$ cat src/rtl/hex_core_if.sv
// hex_core_if -- memory bus between the hex_core processor and its memory.
//
// Parameters
//   WIDTH      data/address width in bits
// Signals
//   mem_req    transaction request (master -> slave)
//   mem_we     1 = write, 0 = read; valid while mem_req=1
//   mem_addr   word address; valid while mem_req=1
//   mem_wdata  write data; valid while mem_req=1 and mem_we=1
//   mem_rdata  read data, sampled in the completing cycle (slave -> master)
//   mem_ready  completes the transaction in any cycle with mem_req=1
// Modports
//   master     the core side
//   slave      the memory side
interface hex_core_if #(
  parameter int WIDTH = 8
);
  logic             mem_req;
  logic             mem_we;
  logic [WIDTH-1:0] mem_addr;
  logic [WIDTH-1:0] mem_wdata;
  logic [WIDTH-1:0] mem_rdata;
  logic             mem_ready;

  modport master (
    output mem_req, mem_we, mem_addr, mem_wdata,
    input  mem_rdata, mem_ready
  );

  modport slave (
    input  mem_req, mem_we, mem_addr, mem_wdata,
    output mem_rdata, mem_ready
  );
endinterface

$ cat src/rtl/hex_core.sv
// hex_core -- small accumulator processor with 4-bit opcodes, a 4-bit
// immediate and a prefix register that widens the immediate 4 bits per
// PFIX instruction.
//
// Parameters
//   WIDTH    register/data/address width; multiple of 4, at least 8
// Ports
//   clk      sole clock, rising edge
//   reset    synchronous, active-high reset
//   bus      memory bus (hex_core_if master modport)
//   halted   core stopped by the branch-to-self instruction
//   retire   one-cycle pulse when an instruction completes
module hex_core #(
  parameter int WIDTH = 8
) (
  input  logic       clk,
  input  logic       reset,
  hex_core_if.master bus,
  output logic       halted,
  output logic       retire
);

  typedef enum logic [1:0] {FETCH, EXEC, MEM, HALT} state_e;

  typedef enum logic [3:0] {
    OP_LDAM = 4'd0,  OP_LDBM = 4'd1,  OP_STAM = 4'd2,  OP_LDAC = 4'd3,
    OP_LDBC = 4'd4,  OP_LDAP = 4'd5,  OP_LDAI = 4'd6,  OP_LDBI = 4'd7,
    OP_STAI = 4'd8,  OP_BR   = 4'd9,  OP_BRZ  = 4'd10, OP_BRN  = 4'd11,
    OP_BRB  = 4'd12, OP_ADD  = 4'd13, OP_SUB  = 4'd14, OP_PFIX = 4'd15
  } opcode_e;

  localparam logic [WIDTH-1:0] ONE = WIDTH'(1);

  state_e           state_q, state_d;
  opcode_e          ir_q;
  logic [WIDTH-1:0] a_q, b_q, pc_q, o_q;
  logic [WIDTH-5:0] p_q;
  // Effective address latched on leaving EXEC so mem_addr holds steady
  // through any number of wait states.
  logic [WIDTH-1:0] ea_q, ea_c;

  logic is_mem_op, is_store, halt_br;
  logic req_c, we_c, retire_c;
  logic [WIDTH-1:0] addr_c;

  // Opcode decode; ir_q is stable from EXEC through MEM.
  // NOTE: every always_comb output gets a default first so no path can
  // leave it unassigned and infer a latch.
  always_comb begin
    is_mem_op = 1'b0;
    is_store  = 1'b0;
    ea_c      = o_q;
    case (ir_q)
      OP_LDAM, OP_LDBM: is_mem_op = 1'b1;
      OP_STAM: begin
        is_mem_op = 1'b1;
        is_store  = 1'b1;
      end
      OP_LDAI: begin
        is_mem_op = 1'b1;
        ea_c      = a_q + o_q;
      end
      OP_LDBI: begin
        is_mem_op = 1'b1;
        ea_c      = b_q + o_q;
      end
      OP_STAI: begin
        is_mem_op = 1'b1;
        is_store  = 1'b1;
        ea_c      = b_q + o_q;
      end
      default: ;
    endcase
  end

  // BR with an all-ones offset targets its own address (PC was already
  // incremented past it), which is the halt idiom.
  assign halt_br = (ir_q == OP_BR) && (&o_q);

  // Next state and bus/retire outputs.
  always_comb begin
    state_d  = state_q;
    req_c    = 1'b0;
    we_c     = 1'b0;
    addr_c   = pc_q;
    retire_c = 1'b0;
    case (state_q)
      FETCH: begin
        req_c = 1'b1;
        if (bus.mem_ready) state_d = EXEC;
      end
      EXEC: begin
        if (is_mem_op) begin
          state_d = MEM;
        end else begin
          retire_c = 1'b1;
          state_d  = halt_br ? HALT : FETCH;
        end
      end
      MEM: begin
        req_c  = 1'b1;
        we_c   = is_store;
        addr_c = ea_q;
        if (bus.mem_ready) begin
          retire_c = 1'b1;
          state_d  = FETCH;
        end
      end
      default: ;
    endcase
  end

  // Gating with reset keeps the bus idle while reset is held, so an
  // abandoned transaction cannot complete in the reset cycle.
  assign bus.mem_req   = req_c & ~reset;
  assign bus.mem_we    = we_c;
  assign bus.mem_addr  = addr_c;
  assign bus.mem_wdata = a_q;
  assign retire        = retire_c & ~reset;
  assign halted        = (state_q == HALT) & ~reset;

  // NOTE: architectural state is updated with non-blocking assignments so
  // every register samples pre-edge values of the others.
  always_ff @(posedge clk) begin
    if (reset) begin
      state_q <= FETCH;
      ir_q    <= OP_LDAM;
      a_q     <= '0;
      b_q     <= '0;
      pc_q    <= '0;
      o_q     <= '0;
      p_q     <= '0;
      ea_q    <= '0;
    end else begin
      state_q <= state_d;
      case (state_q)
        FETCH: begin
          if (bus.mem_ready) begin
            ir_q <= opcode_e'(bus.mem_rdata[7:4]);
            o_q  <= {p_q, bus.mem_rdata[3:0]};
            pc_q <= pc_q + ONE;
          end
        end
        EXEC: begin
          p_q  <= (ir_q == OP_PFIX) ? o_q[WIDTH-5:0] : '0;
          ea_q <= ea_c;
          case (ir_q)
            OP_LDAC: a_q <= o_q;
            OP_LDBC: b_q <= o_q;
            OP_LDAP: a_q <= pc_q + o_q;
            OP_BR:   if (!halt_br) pc_q <= pc_q + o_q;
            OP_BRZ:  if (a_q == '0) pc_q <= pc_q + o_q;
            OP_BRN:  if (a_q[WIDTH-1]) pc_q <= pc_q + o_q;
            OP_BRB:  pc_q <= b_q;
            OP_ADD:  a_q <= a_q + b_q;
            OP_SUB:  a_q <= a_q - b_q;
            default: ;
          endcase
        end
        MEM: begin
          if (bus.mem_ready) begin
            case (ir_q)
              OP_LDAM, OP_LDAI: a_q <= bus.mem_rdata;
              OP_LDBM, OP_LDBI: b_q <= bus.mem_rdata;
              default: ;
            endcase
          end
        end
        default: ;
      endcase
    end
  end

endmodule

$ cat src/flat_wrapper.sv
// flat-port wrapper written by rule: the top's interface ports become plain ports
module hex_core_flat 
#(
  parameter int WIDTH = 8
)
  (clk, reset, halted, retire, bus_mem_req, bus_mem_we, bus_mem_addr, bus_mem_wdata, bus_mem_rdata, bus_mem_ready);
  hex_core_if #(.WIDTH(WIDTH)) bus_i ();
  input  logic clk;
  input  logic reset;
  output logic halted;
  output logic retire;
  output wire logic [$bits(bus_i.mem_req)-1:0] bus_mem_req;
  output wire logic [$bits(bus_i.mem_we)-1:0] bus_mem_we;
  output wire logic [$bits(bus_i.mem_addr)-1:0] bus_mem_addr;
  output wire logic [$bits(bus_i.mem_wdata)-1:0] bus_mem_wdata;
  input wire logic [$bits(bus_i.mem_rdata)-1:0] bus_mem_rdata;
  input wire logic [$bits(bus_i.mem_ready)-1:0] bus_mem_ready;
  assign bus_mem_req = bus_i.mem_req;
  assign bus_mem_we = bus_i.mem_we;
  assign bus_mem_addr = bus_i.mem_addr;
  assign bus_mem_wdata = bus_i.mem_wdata;
  assign bus_i.mem_rdata = bus_mem_rdata;
  assign bus_i.mem_ready = bus_mem_ready;
  hex_core #(.WIDTH(WIDTH)) u_core (.clk(clk), .reset(reset), .bus(bus_i), .halted(halted), .retire(retire));
endmodule
$ cat config.mk
export PLATFORM = sky130hd
export DESIGN_NAME = hex_core_flat
export DESIGN_NICKNAME = d
export VERILOG_FILES = /design/src/rtl/hex_core_if.sv /design/src/rtl/hex_core.sv /design/src/flat_wrapper.sv
export SDC_FILE = /design/constraint.sdc
export NUM_CORES = 1
export LEC_CHECK = 0
export BUFFER_PORTS_ARGS = -buffer_cell sky130_fd_sc_hd__buf_4
export CORE_UTILIZATION = 25
export DETAILED_ROUTE_END_ITERATION = 16
export GPL_ROUTABILITY_DRIVEN = 0
export SLEW_MARGIN = 30
export SYNTH_ARGS = -nofsm -noshare
export SYNTH_HDL_FRONTEND = slang
export SYNTH_SLANG_ARGS = --single-unit
$ cat constraint.sdc
create_clock -name clk -period 9.28 [get_ports clk]
set_input_delay 1.392 -clock clk [delete_from_list [all_inputs] [get_ports clk]]
set_output_delay 1.392 -clock clk [all_outputs]
set_load 0.05 [all_outputs]
After elaboration in Yosys (flattened, before gate mapping)
Index checks and enable logic that the tools add are counted.
{"block": "classes", "addsub": 6, "eq_ne": 28, "n_mux": 29, "n_bitwise": 4, "reduce_logical": 19}
{"cell": "8-bit 2-to-1 mux", "count": 10}
{"cell": "8-bit case mux with 2 select lines", "count": 4}
{"cell": "8-bit case mux with 4 select lines", "count": 2}
{"cell": "8-bit adder", "count": 4}
{"cell": "4-bit == test (second input constant)", "count": 8}
{"cell": "4-bit by 3-bit == test with 1-bit output (second input constant)", "count": 4}
{"cell": "2-bit OR reduction", "count": 5}
{"cell": "8-bit by 1-bit adder with 8-bit output (second input constant)", "count": 1}
{"cell": "4-bit by 2-bit == test with 1-bit output (second input constant)", "count": 2}
{"cell": "8-bit logical NOT", "count": 1}
{"cell": "2-bit 2-to-1 mux", "count": 4}
{"cell": "2-bit != test (second input constant)", "count": 4}
{"cell": "4-bit AND reduction", "count": 2}
{"cell": "8-bit AND reduction", "count": 1}
{"cell": "8-bit subtractor", "count": 1}
{"cell": "1-bit 2-to-1 mux", "count": 6}
{"cell": "3-bit by 2-bit != test with 1-bit output (second input constant)", "count": 2}
{"cell": "2-bit case mux with 3 select lines", "count": 1}
{"cell": "6-bit AND reduction", "count": 1}
{"cell": "6-bit OR reduction", "count": 1}
{"cell": "5-bit by 3-bit != test with 1-bit output (second input constant)", "count": 1}
{"cell": "5-bit != test (second input constant)", "count": 1}
{"cell": "2-bit == test (second input constant)", "count": 2}
{"cell": "4-bit by 1-bit == test with 1-bit output (second input constant)", "count": 1}
{"cell": "14 further kinds", "count": 17}
{"block": "totals", "ff_bits": 50}

Depth between registers and ports, before layout
{"block": "depth", "ltp_word": 6, "depth_mapped": 14, "depth_no_buf": 13}

Least setup slack after synthesis
Ideal clock, no wire load.
{"block": "synth_path", "kind": "input port to output port", "start": "in reset", "end": "out retire", "arrival_ns": 2.946, "path_slack_ns": 4.942, "cell_stages": 3, "n_path_buf": 2, "cell_sequence": "clkbuf_1 -> clkbuf_1 -> nor3b_1"}
{"block": "synth_via", "elab_chain_len": 2}
{"element": "from (decl)", "line_no": "flat_wrapper.sv:9", "rtl": "input logic reset;"}
{"element": "1-bit inverter", "line_no": "hex_core.sv:119", "rtl": "assign retire = retire_c & ~reset;"}
{"element": "1-bit AND", "line_no": "hex_core.sv:119"}
{"element": "to (decl)", "line_no": "flat_wrapper.sv:11", "rtl": "output logic retire;"}
Every way passes these cells.

Final worst setup path
{"block": "layout_path", "start": "reg u_core.state_q[1]", "end": "out retire"}
{"block": "layout_via", "elab_chain_len": 3, "elab_cells_between_ends": 4, "classes_between": "eq/ne (2); mux (1); bitwise (1)"}
{"element": "from (decl)", "line_no": "hex_core.sv:34", "rtl": "state_e state_q, state_d;"}
{"element": "from (signal assigned)", "line_no": "hex_core.sv:135", "rtl": "state_q <= state_d;"}
{"element": "2-bit == test or 2-bit by 1-bit == test with 1-bit output (tied branches)", "line_no": "hex_core.sv:87", "rtl": "case (state_q)"}
{"element": "1-bit case mux with 2 select lines *", "line_no": "hex_core.sv:87"}
{"element": "1-bit AND *", "line_no": "hex_core.sv:119"}
Every way passes the cells marked *; elsewhere a longest branch is shown, timed or not.

==> results.cfg <==
[setup_path]
cp_slowest_stage_delay_ns = 0.36
r2r_cells = 11
critPathSlowestCell = dfxtp_1
cp.required_ns = 7.89
cp-end-kind = output port
r2r_end = u_core.ea_q[7]$_SDFFE_PP0P_
r2r_slack_ns = 5.77
cp_max_fo = 37
arrival_ns = 2.31
crit_type = reg2out
crit_chain = inv_1 -> ha_1 -> buf_4 -> clkinv_1 -> a31oi_1 -> a21oi_1 -> nor3b_1 -> buf_4
r2r_start = u_core.ir_q[3]$_SDFFE_PP0P_
critPathLaunchType = flop
crit_top_cell = buf_4

[yosys]
synth_top_family_by_area = compound AO/OA/AOI/OAI gates
syn_avg_cell_area_sq_um = 7.87
ys.flop_type = dfxtp_1
yosys_warnings = 0
synth-seq-area-share_pct = 24.9
synth.distinct_cells = 65
synth_xor_area_share_pct = 5.67
syn_inst = 510
synth_area_sq_um = 4020
async_reset_ff_share_pct = 0
synth_fa_ha_area_share_pct = 9.91
synth_seq_cells = 50
synth_compound_area_share_pct = 23.7
synthesis.nets = 551
synth_edf_count = 0
synthMuxAreaShare_pct = 9.66
yosys.area_share.simple_pct = 20.3

[timing]
setup_viol = 0
hold_viol = 0
slew-limit-headroom_pct = 45.3
tns_ns = 0
grt_setup_unrepaired = false
timing.final.crit_period_ns = 3.70
max_freq_mhz = 270
finalCritPeriodShare_pct = 39.9
worst-slew-pin-transition_ns = 0.820
slew_violations = 0
finClkSkew_ns = 0.00925

[place]
place.detailed.hpwl_microns = 8730
io_buffers = 30

[die]
fp.dieW_microns = 129
initial_core_util_pct = 26.0
dieArea_sq_um = 16600
core.rowCount = 45
core_sq_um = 15400
pin_count = 31
die_y_microns = 129

[cts]
cts-buffers-inserted = 5
insertion_delay_ns = 0.29
h-tree-depth = 2
cts_setup_buffers = 0
cts_tree = done
cts-root-buf = clkbuf_16
clockBufferDepth = 2
clk_pin_slew_ns = 0.06
clock_sinks = 50
ctsHoldBuffers = 0
post_cts_resized = 0

[power_and_ir_drop]
p_per_area_nw_per_um2 = 140
p_total_mw = 0.632
ir_drop_v = 0.0000696
leakage_nw = 1.70

[finish]
nNetsFinal = 561
diodes = 0
syn2layout_area_growth_pct = 12.3
drive_gt1_share_pct = 12.3

[hold_path]
hp-start = u_core.p_q[0]$_SDFFE_PP0P_
hp-class = reg2reg
whs_path_depth = 2
whs_endpoint = u_core.o_q[4]$_SDFFE_PP0P_

[route]
route.detailed.drc = 0
vias_per_cell = 5.03
ant_nets = 0
drt_iter0_markers = 325
drt-total-wl_microns = 11900
drt_pass1_iterations = 5
route.vias.total = 3674
wl_per_cell_microns = 16.2

[run_status]
outcome = completed

[flow_run]
maxCapViolations = 0

[global_route]
antenna_found_initial = 0
overflow = 0
grt_max_degree = 54
grt_usage_pct = 14.8
grt_first_pass_wirelength_microns = 19000
grt_pass1_vias = 3412
-- cells in the mapped netlist (2+ instances only) --
cell       number  share of area [%]
nand2_1        56                5.2
nor2_1         55                5.1
dfxtp_1        50                 25
a21oi_1        42                5.2
ha_1           27                8.4
mux2i_1        23                5.7
inv_1          21                2.0
o21ai_0        21                2.6
xnor2_1        16                3.5
a211oi_1       15                2.8
mux2_2         14                3.9
clkbuf_1       13                1.2
nand3_1        13                1.6
xor2_1         10                2.2
nor3_1          8                1.0
a31oi_1         7                1.1
buf_1           7               0.65
nand4_1         7                1.1
nor2b_1         7                1.1
o21a_1          7                1.3
a21o_1          6                1.1
a221oi_1        5                1.1
and3_1          5               0.78
a22oi_1         4               0.75
buf_2           4               0.50
nor4_1          4               0.62
o211ai_1        4               0.75
a221o_1         3               0.75
buf_4           3               0.56
buf_6           3               0.84
fa_1            3                1.5
nor3b_1         3               0.56
o22ai_1         3               0.47
o41ai_1         3               0.65
a211o_1         2               0.44
a2bb2oi_1       2               0.44
nand2b_1        2               0.31
nand3b_1        2               0.37
nor2_2          2               0.31
o31a_1          2               0.44
or3_1           2               0.31
-- state kept, by name, indices dropped and copies added (netlist names) --
register / cells
u_core.b_q: 8
u_core.bus.mem_wdata: 8
u_core.ea_q: 8
u_core.o_q: 8
u_core.pc_q: 8
u_core.ir_q: 4
u_core.p_q: 4
u_core.state_q: 2
-- per-stage QoR --
step | worst slack, ns | std cells | hold WS (ns) | util [%] | cell area, sq um
floorplan | 4.94 | 510 | 0.432 | - | 4020
CTS | 5.57 | 731 | 0.459 | 29.2 | 4510
global route | 5.37 | 731 | 0.474 | 29.2 | 4510
detailed placement | 5.66 | 724 | 0.450 | 28.4 | 4380
global placement | 5.67 | 724 | 0.446 | 28.4 | 4380
finish | 5.58 | 731 | 0.461 | 29.2 | 4510
-- placed cells by master, fill, tap and decap left out, types with 4 or more instances in the layout --
cell       synthesis  routed
a21o_1             6       6
dfxtp_1           50      50
nor2b_1            7       7
o211ai_1           4       4
nand3_1           13      13
ha_1              27      27
xnor2_1           16      16
nor2_1            55      55
nor4_1             4       4
a31oi_1            7       7
a21oi_1           42      42
and3_1             5       5
a22oi_1            4       4
o21a_1             7       7
o21ai_0           21      21
nor3_1             8       8
a211oi_1          15      15
mux2i_1           23      23
nand2_1           56      56
clkbuf_16          0       5
a221oi_1           5       5
xor2_1            10      10
inv_1             21      21
buf_4              3      33
mux2_2            14      14
nand4_1            7       7
-- cell families after synthesis --
group           after synthesis
xor+xnor                     26
flops                        50
fa+ha+maj                    30
simple gates                174
mux                          37
compound gates              141
buf+inv                      52
-- worst max-delay path by stage --
stage                        end                      startpoint
final                     retire  u_core.state_q[1]$_SDFFE_PP0P_
after CTS                 retire  u_core.state_q[1]$_SDFFE_PP0P_
after global routing      retire  u_core.state_q[1]$_SDFFE_PP0P_
after global placement    retire                           reset
after floorplan           retire                           reset
after detailed placement  retire                           reset
-- critical path: cells and delay by family, from the launching register on --
family | cells | cell delay [ns]
AND/OR/NAND/NOR | 1 | 0.19
adder cells (fa/ha/maj) | 1 | 0.14
buffers and inverters | 4 | 1.01
AO/OA/AOI/OAI | 2 | 0.31
flip-flops | 1 | 0.36
-- area by class of cell --
class / instances / area, sq um
multi-input cells: 408 / 2780
inverters: 22 / 82.6
clock buffers: 7 / 133
fillers: 1716 / 10900
flip-flops and latches: 50 / 1000
repair buffers: 33 / 248
well taps: 211 / 264
-- power breakdown --
| part | total, mW | internal, mW | leakage [nW] | switching (mW) |
|---|---|---|---|---|
| Clock | 0.180 | 0.0991 | 0.0640 | 0.0809 |
| Sequential | 0.253 | 0.227 | 0.407 | 0.0260 |
| Combinational | 0.198 | 0.0814 | 1.23 | 0.117 |
| Total | 0.632 | 0.408 | 1.70 | 0.224 |
-- per-layer routing --
layer	up-vias	routed length, microns	track usage [%]
met4	0	97	2.28
met5	-	0	0
met2	126	5180	23.2
met3	11	735	2.79
li1	1850	-	-
met1	1687	5850	21.2
No activity file was read; power rests on OpenSTA's default activity.
